==> src/rtl/rv_sync_fifo_pkg.sv <==
// rv_sync_fifo_pkg: shared defaults and pointer-width helper for the valid/ready FIFO.
package rv_sync_fifo_pkg;
    localparam int RV_FIFO_DEPTH_DEF = 4;
    localparam int RV_FIFO_WIDTH_DEF = 22;
    function automatic int rv_ptr_w(input int depth);
        return $clog2(depth);
    endfunction
endpackage

==> src/rtl/rv_fifo_entry.sv <==
// rv_fifo_entry: one FIFO storage word, an enabled async-reset register.
module rv_fifo_entry #(
    parameter int WIDTH = 22
) (
    input  logic             clk,
    input  logic             rst_l,
    input  logic             en,
    input  logic [WIDTH-1:0] din,
    output logic [WIDTH-1:0] dout
);
    logic [WIDTH-1:0] data_q;
    always_ff @(posedge clk or negedge rst_l)
        if (!rst_l) data_q <= '0;
        else if (en) data_q <= din;
    assign dout = data_q;
endmodule

==> src/rtl/rv_sync_fifo.sv <==
// rv_sync_fifo: same-clock valid/ready FIFO with per-entry storage, registered
// occupancy and a sticky overflow monitor; no fall-through on empty.
module rv_sync_fifo
    import rv_sync_fifo_pkg::*;
#(
    parameter int WIDTH = RV_FIFO_WIDTH_DEF,
    parameter int DEPTH = RV_FIFO_DEPTH_DEF
) (
    input  logic                   clk,
    input  logic                   rst_l,
    input  logic                   wr_valid,
    output logic                   wr_ready,
    input  logic [WIDTH-1:0]       wr_data,
    output logic                   rd_valid,
    input  logic                   rd_ready,
    output logic [WIDTH-1:0]       rd_data,
    output logic [$clog2(DEPTH):0] count,
    output logic                   ovf_err
);
    localparam int PW = rv_ptr_w(DEPTH);
    localparam int CW = PW + 1;
    logic [PW-1:0] wr_ptr_q, wr_ptr_d, rd_ptr_q, rd_ptr_d;
    logic [CW-1:0] count_q, count_d;
    logic ovf_q, ovf_d;
    logic push, pop;
    logic [WIDTH-1:0] mem [DEPTH];
    // Handshake outputs come only from state, so neither side sees the other combinationally.
    assign wr_ready = count_q != CW'(DEPTH);
    assign rd_valid = count_q != '0;
    assign push     = wr_valid && wr_ready;
    assign pop      = rd_valid && rd_ready;
    always_comb begin
        wr_ptr_d = push ? wr_ptr_q + PW'(1) : wr_ptr_q;
        rd_ptr_d = pop ? rd_ptr_q + PW'(1) : rd_ptr_q;
        count_d  = (push && !pop) ? count_q + CW'(1) :
                   (pop && !push) ? count_q - CW'(1) : count_q;
        ovf_d    = ovf_q || (wr_valid && !wr_ready && !rd_ready);
    end
    always_ff @(posedge clk or negedge rst_l)
        if (!rst_l) begin
            wr_ptr_q <= '0;
            rd_ptr_q <= '0;
            count_q  <= '0;
            ovf_q    <= 1'b0;
        end else begin
            wr_ptr_q <= wr_ptr_d;
            rd_ptr_q <= rd_ptr_d;
            count_q  <= count_d;
            ovf_q    <= ovf_d;
        end
    for (genvar g = 0; g < DEPTH; g++) begin : g_entry
        rv_fifo_entry #(.WIDTH(WIDTH)) u_entry (
            .clk  (clk),
            .rst_l(rst_l),
            .en   (push && wr_ptr_q == PW'(g)),
            .din  (wr_data),
            .dout (mem[g])
        );
    end
    assign rd_data = mem[rd_ptr_q];
    assign count   = count_q;
    assign ovf_err = ovf_q;
endmodule

==> config.mk <==
export PLATFORM = sky130hd
export DESIGN_NAME = rv_sync_fifo
export DESIGN_NICKNAME = d
export VERILOG_FILES = /design/src/rtl/rv_sync_fifo_pkg.sv /design/src/rtl/rv_fifo_entry.sv /design/src/rtl/rv_sync_fifo.sv
export SDC_FILE = /design/constraint.sdc
export NUM_CORES = 1
export LEC_CHECK = 0
export BUFFER_PORTS_ARGS = -buffer_cell sky130_fd_sc_hd__buf_2
export CORE_UTILIZATION = 58
export DETAILED_ROUTE_END_ITERATION = 7
export PLACE_DENSITY = 0.89
export SKIP_LAST_GASP = 1
export SLEW_MARGIN = 20
export SYNTH_ARGS = -nofsm -noshare
export SYNTH_HDL_FRONTEND = slang
export SYNTH_HIERARCHICAL = 1
export SYNTH_SLANG_ARGS = --single-unit
==> constraint.sdc <==
create_clock -name clk -period 2.4 [get_ports clk]
set_input_delay 0.24 -clock clk [delete_from_list [all_inputs] [get_ports clk]]
set_output_delay 0.24 -clock clk [all_outputs]
set_load 0.005 [all_outputs]
==> impl_results.md <==
- Pin count of the biggest net entering global routing: 52
- Die W: 88.3 um
- H-tree Lvls: 3
- Count of cell types in the netlist: 20
- Inst Count DP: 396
- Initial antenna violation count: 0
- Crit start category: flop
- Max Fanout on Critical Path: 14
- Avg Cell Area, Syn: 17.3 um^2
- Wirelength, routed: 7.50 mm
- CTS root buf: clkbuf_8
- Routability Congestion: 0.727
- DRT antenna net count: 0
- Layout cells sized above 1: 63.1%
- Peak supply drop: 0.702 mV
- Pre-CTS setup slack: 0.304 ns
- RSZ-0062 raised after global routing: false
- Post-Syn Nets: roughly 280
- Hpwl dp: 5.06 mm
- Final Non-Filler Cells: roughly 410
- Yosys Warn Count: 6
- Drt drc: 0
- N_diodes: 0
- Fin. Hold Viols: 0
- Via Count: between 2k and 2.5k
- Row Count: 31
- First-pass GRT wire length: about 12 mm
- Power per cell area: about 1400 nW/um^2
- Vias per std cell: 5.58
- Synthesis-to-layout area growth: 13.1%
- IO buf count: 53
- Post-synthesis cell area: 4320 um^2
- Die area: slightly below 8000 um^2
- Routed WL per cell: 18.2 um
- Peak Freq: approximately 0.47 GHz
- Clock transition at path regs: 0.09 ns
- Gr ovfl total: 0
- Setup_tns: 0 ns
- Clk buf depth: 2
- Core area: 7210 um^2
- CP required: 2.16 ns
- Final setup violation count: 0
- Fillers: 508
- Seq/Total Area, Yosys: 55.6%
- Post-CTS setup buffer count: 0
- Hold Buf Count CTS: 1
- Initial core utilization: approximately 60%
- Fin nets: 341
- DR iter-0 viols: between 70 and 80
- Max-capacitance violation count: 0
- Worst Path Arrival: 1.88 ns
- # resized after CTS: 0
- Die Y: 88.3 um
- CP Class: reg2out
- Static Leak: 2.11 nW
- TritonCTS Buffers: 9
- Status: finished clean
- DR pass1 iterations: 4
- Rel. slew slack: a little under three fifths
- CTS Sinks: 96
- Min Tclk post-route: 2.12 ns
- Yosys reg bits: 96
- Layout Skew: a little over 0.009 ns
- Worst-Margin Slew: roughly 0.66 ns
- CTS tree: done
- Skew-Pair Late Insertion Delay: 0.35 ns
- Number of global-route vias before repair: approximately 2.4k
- Fin crit share: 88.3%
- Total power: 0.00697 W
- Final Worst Setup Slack: 0.280 ns
- Hold Crit Class: in2reg
- Cell count after synthesis: 250
- Crit. End Element: output pin
- Fin. max-slew vios: 0
- Io pins: 54
- GRT Util Overall: 21.3%
-- cell usage after synthesis --
cell type	count	area [um^2]
dfrtp_1	96	2400
mux2_2	89	1000
mux4_2	22	495
buf_6	10	113
ha_1	5	62.6
inv_1	5	18.8
and2_2	4	30.0
xnor2_1	4	35.0
buf_12	2	40.0
buf_2	2	10.0
xor2_1	2	17.5
a31o_2	1	8.76
fa_1	1	20.0
mux2_4	1	15.0
nand2_1	1	3.75
nand3_1	1	5.00
nor2_1	1	3.75
nor2b_2	1	8.76
nor3b_4	1	18.8
or3_4	1	11.3
-- routing by layer --
metal / vias to the layer above / GRT usage [%] / wire length [um]
li1: 1032 / - / -
met1: 1214 / 27.7 / 3270
met2: 44 / 35.0 / 3850
met3: 15 / 3.17 / 180
met4: 0 / 11.7 / 193
met5: - / 0 / 0
-- critical path, stage by stage, from the launching register on --
cell	delay (ns)
dfrtp_2	0.62
buf_12	0.23
mux4_2	0.53
buf_2	0.15
-- final timing paths --
| check | startpoint | endpoint | slack, ns | depth (start not counted) |
|---|---|---|---|---|
| max in group asynchronous | rst_l | g_entry[1].u_entry/dout[17] | 1.27 | 3 |
| hold reg to reg | ovf_err | ovf_err | 0.48 | 1 |
| setup / recovery | rd_ptr_q[0] | rd_data[11] | 0.28 | 3 |
| setup reg to reg | count[1] | count[2] | 0.29 | 8 |
| hold / removal | wr_valid | ovf_err | 0.13 | 2 |
| min in group asynchronous | rst_l | g_entry[0].u_entry/dout[4] | 0.46 | 2 |
-- cell type report --
cell class	count	area [um^2]	share of cell area, %
clock buffer	9	124	2.53
clock inverter	7	81.3	1.66
inverter	5	18.8	0.384
multi-input combinational	135	1740	35.5
sequential	96	2400	49.2
tap	99	124	2.53
timing repair buffer	62	400	8.19
-- power by group --
group	switching [W]	leakage, nW	internal, W	total, W
clock	0.000582	0.0936	0.000492	0.00107
sequential	0.000512	1.13	0.00245	0.00297
combinational	0.00104	0.879	0.00188	0.00293
total	0.00214	2.11	0.00483	0.00697
-- registers in the layout, summed over array words and instances (netlist names) --
signal                flops
count                     3
g_entry.u_entry/dout     88
wr_ptr_q                  2
rd_ptr_q                  2
ovf_err                   1
-- cells in the final DEF (no fill, tap or decap), drive strengths merged --
cell,n
clkinvlp,3
nand3,1
nor3b,1
xnor2,4
buf,61
xor2,2
and2,4
bufinv,1
nand2,1
dlygate4sd3,1
a31o,1
nor2,1
fa,1
clkinv,2
mux4,22
clkbuf,9
or3,1
mux2,90
inv,6
ha,5
dfrtp,96
nor2b,1
-- cells by family (layout without fill, tap and decap cells) --
group | Yosys count | count (layout) | share of synthesized area, %
adder cells (fa/ha/maj) | 6 | 6 | 1.91
multiplexers | 112 | 112 | 35.0
AO/OA/AOI/OAI | 1 | 1 | 0.203
AND/OR/NAND/NOR | 10 | 10 | 1.88
buffers and inverters | 19 | 83 | 4.20
XOR/XNOR | 6 | 6 | 1.22
flip-flops | 96 | 96 | 55.6
-- stage by stage --
stage	hold slack [ns]	cell area (um^2)	utilization, %
6_report	0.132	4890	67.8
5_1_grt	0.137	4890	67.8
3_5_place_dp	0.306	4670	64.8
3_3_place_gp	0.310	4670	64.8
4_1_cts	0.120	4890	67.8
2_1_floorplan	-0.0556	4320	-
Note: power is estimated with default switching activity, not from simulation.
